--- config.mk ---
export PLATFORM = sky130hd
export DESIGN_NAME = spi_byte_master
export DESIGN_NICKNAME = d
export VERILOG_FILES = /design/src/rtl/spi_byte_master.sv
export SDC_FILE = /design/constraint.sdc
export NUM_CORES = 1
export LEC_CHECK = 0
export ABC_AREA = 1
export BUFFER_PORTS_ARGS = -buffer_cell sky130_fd_sc_hd__buf_2
export CAP_MARGIN = 10
export CORE_ASPECT_RATIO = 1.1
export CORE_MARGIN = 10
export CORE_UTILIZATION = 61
export CTS_CLUSTER_DIAMETER = 30
export DETAILED_ROUTE_END_ITERATION = 12
export MAX_ROUTING_LAYER = met4
export PLACE_DENSITY = 0.81
export SYNTH_ARGS = -nofsm -noshare
export SYNTH_HDL_FRONTEND = slang
export SYNTH_SLANG_ARGS = --single-unit
--- constraint.sdc ---
create_clock -name clk -period 2.26 [get_ports clk]
set_input_delay 0.452 -clock clk [delete_from_list [all_inputs] [get_ports clk]]
set_output_delay 0.452 -clock clk [all_outputs]
set_load 0.02 [all_outputs]
--- src/rtl/spi_byte_master.sv ---
// Avalon-MM SPI master (mode 0, MSB first): one byte per TXDATA write, with status
// register, overrun flag and completion interrupt. ss_n also follows the external cs_hold.
module spi_byte_master #(
   parameter int unsigned CLK_DIV = 2
) (
   input  logic       clk,
   input  logic       reset_n,
   input  logic [1:0] address,
   input  logic       chipselect,
   input  logic       write_n,
   input  logic [7:0] writedata,
   output logic [7:0] readdata,
   input  logic       cs_hold,
   input  logic       miso,
   output logic       sclk,
   output logic       mosi,
   output logic       ss_n,
   output logic       irq
);

   typedef enum logic [1:0] {IDLE, SHIFT, TRAIL} state_t;

   localparam logic [7:0] DIV_LAST = 8'(CLK_DIV - 1);

   state_t     state, state_next;
   logic [7:0] div_cnt;
   logic [3:0] half_cnt;
   logic [7:0] shift_reg;
   logic       miso_bit;
   logic [7:0] rx_data;
   logic       done, overrun, ie;
   logic       busy, tick, load, finish;
   logic       wr, tx_write, status_write, ie_write;

   assign busy         = (state != IDLE);
   assign wr           = chipselect & ~write_n;
   assign tx_write     = wr && (address == 2'd0);
   assign status_write = wr && (address == 2'd1);
   assign ie_write     = wr && (address == 2'd2);
   assign tick         = (div_cnt == DIV_LAST);

   // NOTE: sequential state uses non-blocking assignments so every flop samples pre-edge values.
   always_ff @(posedge clk or negedge reset_n) begin
      if (!reset_n) state <= IDLE;
      else          state <= state_next;
   end

   // NOTE: every output of this block is defaulted first so no path can infer a latch.
   always_comb begin
      state_next = state;
      load       = 1'b0;
      finish     = 1'b0;
      unique case (state)
         IDLE: begin
            if (tx_write) begin
               state_next = SHIFT;
               load       = 1'b1;
            end
         end
         SHIFT: if (tick && half_cnt == 4'd15) state_next = TRAIL;
         TRAIL: begin
            if (tick) begin
               state_next = IDLE;
               finish     = 1'b1;
            end
         end
         default: state_next = IDLE;
      endcase
   end

   // Rising edge captures miso; falling edge shifts it in, so mosi keeps the MSB for a full period.
   always_ff @(posedge clk or negedge reset_n) begin
      if (!reset_n) begin
         div_cnt   <= '0;
         half_cnt  <= '0;
         shift_reg <= '0;
         miso_bit  <= 1'b0;
         sclk      <= 1'b0;
      end else if (load) begin
         div_cnt   <= '0;
         half_cnt  <= '0;
         shift_reg <= writedata;
         sclk      <= 1'b0;
      end else if (busy) begin
         div_cnt <= tick ? 8'd0 : div_cnt + 8'd1;
         if (state == SHIFT && tick) begin
            sclk     <= ~sclk;
            half_cnt <= half_cnt + 4'd1;
            if (!sclk) miso_bit  <= miso;
            else       shift_reg <= {shift_reg[6:0], miso_bit};
         end
      end
   end

   // Completion set takes priority over a coincident status clear.
   always_ff @(posedge clk or negedge reset_n) begin
      if (!reset_n) begin
         rx_data <= '0;
         done    <= 1'b0;
         overrun <= 1'b0;
         ie      <= 1'b0;
      end else begin
         if (finish) begin
            done    <= 1'b1;
            rx_data <= shift_reg;
         end else if (status_write) begin
            done <= 1'b0;
         end
         if (tx_write && busy)  overrun <= 1'b1;
         else if (status_write) overrun <= 1'b0;
         if (ie_write) ie <= writedata[0];
      end
   end

   always_comb begin
      readdata = '0;
      unique case (address)
         2'd0:    readdata = rx_data;
         2'd1:    readdata = {5'b0, overrun, done, busy};
         2'd2:    readdata = {7'b0, ie};
         default: readdata = '0;
      endcase
   end

   assign mosi = busy & shift_reg[7];
   assign ss_n = ~(busy | cs_hold);
   assign irq  = done & ie;

endmodule

# Yosys cells after proc, flatten, opt, wreduce, memory -nomap -nowiden
# Index checks and enable logic that the tools add are counted.
[op_classes]
bitwise_logic = 8
addsub = 2
n_eq_ne = 9
muxes = 25
reduce_logical = 18
[ops]
columns = ["operator", "n"]
rows = [
  ["$mux 8", 7],
  ["$pmux 8 s3", 1],
  ["$mux 4", 3],
  ["$reduce_bool 2->1", 6],
  ["$mux 1", 10],
  ["$add 8x1->8 const B", 1],
  ["$eq 8x1->1 const B", 1],
  ["$logic_and 1x1->1", 6],
  ["$mux 2", 3],
  ["$ne 2x2->1 const B", 3],
  ["$pmux 2 s3", 1],
  ["$reduce_and 3->1", 2],
  ["$add 4x1->4 const B", 1],
  ["$eq 2x1->1 const B", 2],
  ["$eq 2x2->1 const B", 2],
  ["$eq 4x4->1 const B", 1],
  ["$logic_not 2->1", 2],
  ["$not 1->1", 4],
  ["$reduce_and 4->1", 1],
  ["$and 1x1->1", 3],
  ["$reduce_and 2->1", 1],
  ["$or 1x1->1", 1],
]
[word_totals]
reg_bits = 35
input_bits = 16

# Longest topological paths before layout
# Gate-level depths: netlist (run 1).
[depth]
word_depth = 7
mapped_depth = 9
ltp_nobuf = 8

# Worst setup path after synthesis (run 1)
# OpenSTA, ideal clock, no wires.
[synth_timing]
path_type = "input to output"
from = "in address[0]"
to = "out readdata[1]"
required_ns = 1.808
n_path_buf = 0
t_arrival_ns = 1.269
path_slack_ns = 0.539
cell_stages = 3
cell_sequence = "inv_1 -> or2_2 -> o21ai_0"
[synth_between]
elab_chain_len = 2
word_cells_on_any_way = 4
cone_classes = "2 x eq/ne; 1 x mux; 1 x reduce/logical"
[synth_rtl]
columns = ["element", "line", "source"]
rows = [
  ["start: declaration", "8", "input logic [1:0] address,"],
  ["$eq 2x2->1, or another cell as far along", "117", "unique case (address)"],
  ["$pmux 8 s3 (*)", "117", ""],
  ["end: declaration", "12", "output logic [7:0] readdata,"],
]
# Every way passes the cells marked *; elsewhere a longest branch is shown, timed or not.

# Worst setup path in the final report (run 1)
[layout_timing]
from = "reg state[0]"
to = "out ss_n"
[layout_between]
elab_chain_len = 3
[layout_rtl]
columns = ["element", "line", "source"]
rows = [
  ["start: declaration", "25", "state_t state, state_next;"],
  ["start signal: assignment", "45", "else state <= state_next;"],
  ["$reduce_bool 2->1", "35", "assign busy = (state != IDLE);"],
  ["$or 1x1->1", "126", "assign ss_n = ~(busy | cs_hold);"],
  ["$not 1->1", "126", ""],
  ["end: declaration", "17", "output logic ss_n,"],
]
# No other way between the ends.

==> results of run 1 <==
cells in the mapped netlist (4+ instances only):
cell | instances | area share [%]
a21oi_2 | 4 | 1.8
buf_2 | 5 | 1.3
dfrtp_1 | 35 | 44
inv_1 | 25 | 4.7
inv_2 | 7 | 1.3
nand2_1 | 68 | 13
nand3_1 | 34 | 8.6
nand4_1 | 10 | 3.2
nor2_1 | 22 | 4.2
nor2_2 | 5 | 1.6
o21ai_0 | 5 | 1.3
o21ai_1 | 9 | 2.3
xor2_1 | 4 | 1.8
report_power, final:
part | leakage [nW] | switching [mW] | total (mW) | internal (mW)
clock network | 0.0386 | 0.199 | 0.382 | 0.183
registers | 0.445 | 0.131 | 0.908 | 0.776
logic | 0.713 | 0.445 | 0.689 | 0.244
total | 1.20 | 0.775 | 1.98 | 1.20
logic make-up (layout without fill, tap and decap cells):
family / Yosys count / in the layout
compound gates: 22 / 22
xor+xnor: 4 / 4
fa+ha+maj: 3 / 3
buf+inv: 40 / 69
flops: 35 / 35
simple gates: 150 / 150
per-stage QoR:
step	hold WS [ns]	std cells	area [um2]	setup WS (ns)
2_1_floorplan	0.156	254	1980	0.539
3_3_place_gp	0.471	309	2110	0.523
3_5_place_dp	0.481	309	2110	0.459
4_1_cts	0.190	317	2180	0.294
5_1_grt	0.203	317	2180	0.178
6_report	0.171	317	2180	0.339
area by class of cell:
class | count | area (um2) | area share (%)
multi-input cells | 179 | 922 | 42.3
flip-flops and latches | 35 | 876 | 40.2
repair buffers | 29 | 150 | 6.89
inverters | 32 | 120 | 5.51
clock buffers | 8 | 68.8 | 3.16
well taps | 34 | 42.5 | 1.95
path summary, 6_finish.rpt:
check,endpoint,slack [ns],cells after the start
hold reg to reg,miso_bit,0.50,2
min in group clk,miso_bit,0.35,3
hold / removal,div_cnt[4],0.17,1
setup reg to reg,rx_data[4],0.46,7
setup / recovery,ss_n,0.34,4
max in group asynchronous,state[0],1.60,1
routing by layer:
layer  part of all wire [%]  track usage, %  vias to the layer above  wire length, um
met5                      0               -                        -                0
met1                     46            18.8                      773             1840
met4                    1.3            4.95                        0               52
li1                       -               -                      882                -
met2                     47            23.7                       43             1900
met3                    5.1            4.23                        7              203
==> metrics.md, run 1 <==
| Metric | Value |
|---|---|
| DRC | `0` |
| Fillcell total | `272` |
| CTS clk-pin slew, worst paths | `0.11 ns` |
| Largest stage delay, worst path | `roughly 0.45 ns` |
| Die ar. | `5920 um2` |
| Final nets | `301` |
| Row count | `21` |
| Least-Margin Pin Slew | `roughly 0.76 ns` |
| Port bufs | `27` |
| Fin crit period | `roughly 1.9 ns` |
| Worst setup startpoint | `state[0]` |
| Maximum buffer depth of the clock tree | `2` |
| Maxcap violations | `0` |
| Final setup fails | `0` |
| Mux cell area share after synthesis | `0%` |
| CTS resizes | `0` |
| Post-CTS Setup Repair Bufs | `0` |
| Worst EP required | `~1.8 ns` |
| Post-DP HPWL | `2990 um` |
| Drt total wl | `between 3000 and 4000 um` |
| Reg-to-reg critical path startpoint | `div_cnt[1]` |
| Hold Buf Count CTS | `0` |
| Synth Area in Compound Gates | `6.84%` |
| Total CTS buffers | `5` |
| Initial Util | `64.3%` |
| Fin Setup TNS | `0 ns` |
| Post-synth top flop | `dfrtp_1` |
| CP top delay family | `flip-flops` |
| Commonest cells after routing, fill and taps aside | `nand2_1, dfrtp_1, nand3_1` |
| IO Pins | `28` |
| Post-synthesis xor/xnor area fraction | `1.77%` |
| Status | `finished clean` |
| Gr usage total | `15.3%` |
| YS warnings | `0` |
| Asr flop ratio synth | `between 90% and 100%` |
| Drt first pass iters | `4` |
| Synthesized cell area | `approximately 2000 um2` |
| Worst hold-check path type | `input pin to async pin` |
| Final critical-path share of the clock period | `85.0%` |
| Number of global-route vias before repair | `1656` |
| Critical path class | `register to output port` |
| Seq/Total Area, Yosys | `44.3%` |
| Flops & latches, synth | `35` |
| Routed vias | `1705` |
| H-tree levels | `2` |
| Nature of the critical path startpoint | `register` |
| Die height | `79.7 um` |
| RSZ-0062 raised after global routing | `no` |
| Initial DRC Count | `103` |
| Core Util, Final | `70.9%` |
| Initial antenna violation count | `0` |
| Fraction of the mapped netlist area in simple logic gates | `36.1%` |
| Maximum vdd ir drop | `approximately 600 uV` |
| Slew headroom | `49.5%` |
| Mapped Avg Cell Area | `7.78 um2` |
| Largest net degree at the start of global routing | `36` |
| WP buf/inv | `2` |
| Clock Latency Late Sink | `0.33 ns` |
| CTS tree | `yes` |
| Aggregate global routing overflow | `0` |
| Fin Clk Skew | `0.0127 ns` |
| Antenna diode count | `0` |
| Crit-path max FO | `15` |
| Highest clock rate | `0.521 GHz` |
| Clock root buffer | `clkbuf_4` |
| Ratio of cells with drive above 1 in the final layout | `22.3%` |
| Final hold violations | `0` |
| Commonest non-fill, non-tap cell in the layout | `nand2_1` |
| First-pass GRT wire length | `between 7000 and 8000 um` |
| Power per cell area | `908 nW/um2` |
| # clock sinks | `35` |
| Critical Path, Cell by Cell | `nor2_4, inv_2, nor2_1, buf_2` |
| Number of distinct library cells after synthesis | `23` |
| Chip width | `74.3 um` |
| Syn Inst Count | `around 250` |
| Vias per Instance | `between 5 and 6` |
| Synthesized Nets | `273` |
| Slowest cell on crit path | `dfrtp_1` |
| Critical path arrival | `1.47 ns` |
| Tot Pwr | `about 2.0 mW` |
| Area growth syn-to-layout | `10.3%` |
| Max Slew Vio Count | `0` |
| WL/cell | `12.6 um` |
| Leak | `roughly 1.2 nW` |
| EDFF count, synth | `0` |
| Post-route ant nets | `0` |
| Area share of fa/ha/maj cells after synthesis | `1.90%` |
| Routability cong. | `0.874` |
| Crit path capture type | `output port` |
| Largest family of logic cells by synthesized area | `simple AND/OR/NAND/NOR gates` |
| Core footprint | `3070 um2` |
Power figures use the tool's default switching activity.
==> run 2: changes to the inputs <==
- clock period: 2.26 -> 2.4 ns (I/O delays scaled with it)
==> run 2 against run 1 <==
Combinational power shrank 4.6%. Final cell count unchanged. Largest cell class unchanged. First-iteration DRC count grew 69%. Setup slack gained 0.089 ns. Flip-flop and latch count did not move.
==> metrics.md, run 2 (same netlist as run 1, synthesis figures left out) <==
| Metric | Value |
|---|---|
| Status | `finished clean` |
| Fin Clk Skew | `0.0106 ns (-0.00218 ns)` |
| Clock root buffer | `clkbuf_4` |
| Maximum buffer depth of the clock tree | `2 (unchanged)` |
| Aggregate global routing overflow | `0 (unchanged)` |
| Post-CTS Setup Repair Bufs | `0 (unchanged)` |
| Clock Latency Late Sink | `0.34 ns (about the same)` |
| Post-route ant nets | `0 (unchanged)` |
| Nature of the critical path startpoint | `register` |
| Antenna diode count | `0 (unchanged)` |
| H-tree levels | `2 (unchanged)` |
| Initial DRC Count | `174 (+69%)` |
| Least-Margin Pin Slew | `0.766 ns (+0.00949 ns)` |
| Fillcell total | `265 (-2.6%)` |
| Leak | `1.19 nW (-0.78%)` |
| Crit path capture type | `output port` |
| Drt first pass iters | `4 (unchanged)` |
| Max Slew Vio Count | `0 (unchanged)` |
| DRC | `0 (unchanged)` |
| Non-filler cells, final | `317 (unchanged)` |
| Die height | `79.7 um (unchanged)` |
| Final Instance Area | `2160 um2 (-0.86%)` |
| Fin Hold WS | `0.212 ns (+0.0411 ns)` |
| Critical path class | `register to output port` |
| CTS clk-pin slew, worst paths | `0.09 ns (-0.02 ns)` |
| Worst EP required | `1.92 ns (+0.11 ns)` |
| Flop2flop setup slack | `0.70 ns (+0.24 ns)` |
| Final nets | `301 (unchanged)` |
| Final hold violations | `0 (unchanged)` |
| Initial antenna violation count | `0 (unchanged)` |
| Ratio of cells with drive above 1 in the final layout | `21.9% (-0.35 points)` |
| Fin crit period | `1.97 ns` |
| Maxcap violations | `0 (unchanged)` |
| Gr usage total | `15.4% (+0.090 points)` |
| Routability cong. | `0.868 (-0.75%)` |
| Vias per Instance | `5.35 (-0.47%)` |
| IO Pins | `28 (unchanged)` |
| Worst r2r path cells | `7 (unchanged)` |
| Fin Setup TNS | `0 ns (unchanged)` |
| Worst hold-check path type | `input pin to async pin` |
| Largest net degree at the start of global routing | `36 (unchanged)` |
| First-pass GRT wire length | `7180 um (-0.29%)` |
| CTS tree | `yes` |
| Initial Util | `64.3% (unchanged)` |
| Area growth syn-to-layout | `9.30%` |
| CTS resizes | `0 (unchanged)` |
| DP Area | `2110 um2 (unchanged)` |
| Final setup fails | `0 (unchanged)` |
| Tot Pwr | `1.82 mW (-8.2%)` |
| Hold Buf Count CTS | `0 (unchanged)` |
| Port bufs | `27 (unchanged)` |
| Placed Cells | `309 (unchanged)` |
| Routed vias | `1697 (-0.47%)` |
| Die ar. | `5920 um2 (unchanged)` |
| Power per cell area | `840 nW/um2 (-7.4%)` |
| Row count | `21 (unchanged)` |
| Chip width | `74.3 um (unchanged)` |
| Commonest non-fill, non-tap cell in the layout | `nand2_1` |
| Maximum vdd ir drop | `626 uV (+4.6%)` |
| Critical path arrival | `1.49 ns (+0.02 ns)` |
| Drt total wl | `4150 um (+4.0%)` |
| Slew headroom | `48.9% (-0.63 points)` |
| Commonest cells after routing, fill and taps aside | `nand2_1, dfrtp_1, nand3_1` |
| Total CTS buffers | `5 (unchanged)` |
| Reg-to-reg critical path startpoint | `div_cnt[1]` |
| Crit-path max FO | `15 (unchanged)` |
| Highest clock rate | `0.507 GHz` |
| # clock sinks | `35 (unchanged)` |
| WL/cell | `13.1 um (+4.0%)` |
| RSZ-0062 raised after global routing | `no` |
| Worst reg2reg endpoint | `rx_data[3]` |
| Final critical-path share of the clock period | `82.2%` |
| Core footprint | `3070 um2 (unchanged)` |
| Number of global-route vias before repair | `1652 (-0.24%)` |
| Post-DP HPWL | `3120 um (+4.1%)` |
==> run 2: changes by cell type in the layout (fill, tap and decap cells not counted), sizes merged <==
| cell | before | now |
|---|---|---|
| clkinv | 0 | 1 |
| clkbuf | 8 | 7 |
==> run 2: worst max path at each step <==
stage,from,endpoint,slack (ns)
4_1_cts,state[0],ss_n,0.40
3_3_place_gp,address[0],readdata[4],0.64
3_5_place_dp,address[0],readdata[6],0.58
6_report,state[0],ss_n,0.43
5_1_grt,state[0],ss_n,0.27
2_1_floorplan,address[0],readdata[1],0.62
==> run 2: final cells by class <==
cell class	count	area, um2	share of cell area, %
Timing Repair Buffer	29	150	6.95
Sequential cell	35	876	40.5
Tap cell	34	42.5	1.97
Clock buffer	7	45.0	2.08
Multi-Input combinational cell	179	922	42.7
Clock inverter	1	5.00	0.232
Inverter	32	120	5.56
==> run 2: worst max-delay path: stages (launching register included) <==
cell	delay, ns
dfrtp_1	0.46
nor2_4	0.35
inv_2	0.10
nor2_1	0.09
buf_2	0.17
==> run 2: per-layer routing <==
metal	global-route usage [%]	up-vias	part of all wire (%)
met5	-	-	0
met4	5.68	0	0.96
met3	3.73	4	5.1
met2	25.2	30	49
met1	17.8	789	45
li1	-	874	-
==> run 2: where the power goes <==
part / internal [mW] / switching (mW)
Sequential: 0.731 / 0.127
Clock: 0.114 / 0.186
Combinational: 0.229 / 0.428
==> run 2: through the flow <==
| stage | utilization, % | setup slack, ns |
|---|---|---|
| after floorplan | - | 0.623 |
| after global placement | 68.7 | 0.643 |
| after detailed placement | 68.7 | 0.584 |
| after CTS | 70.3 | 0.403 |
| after global routing | 70.3 | 0.267 |
| final | 70.3 | 0.428 |
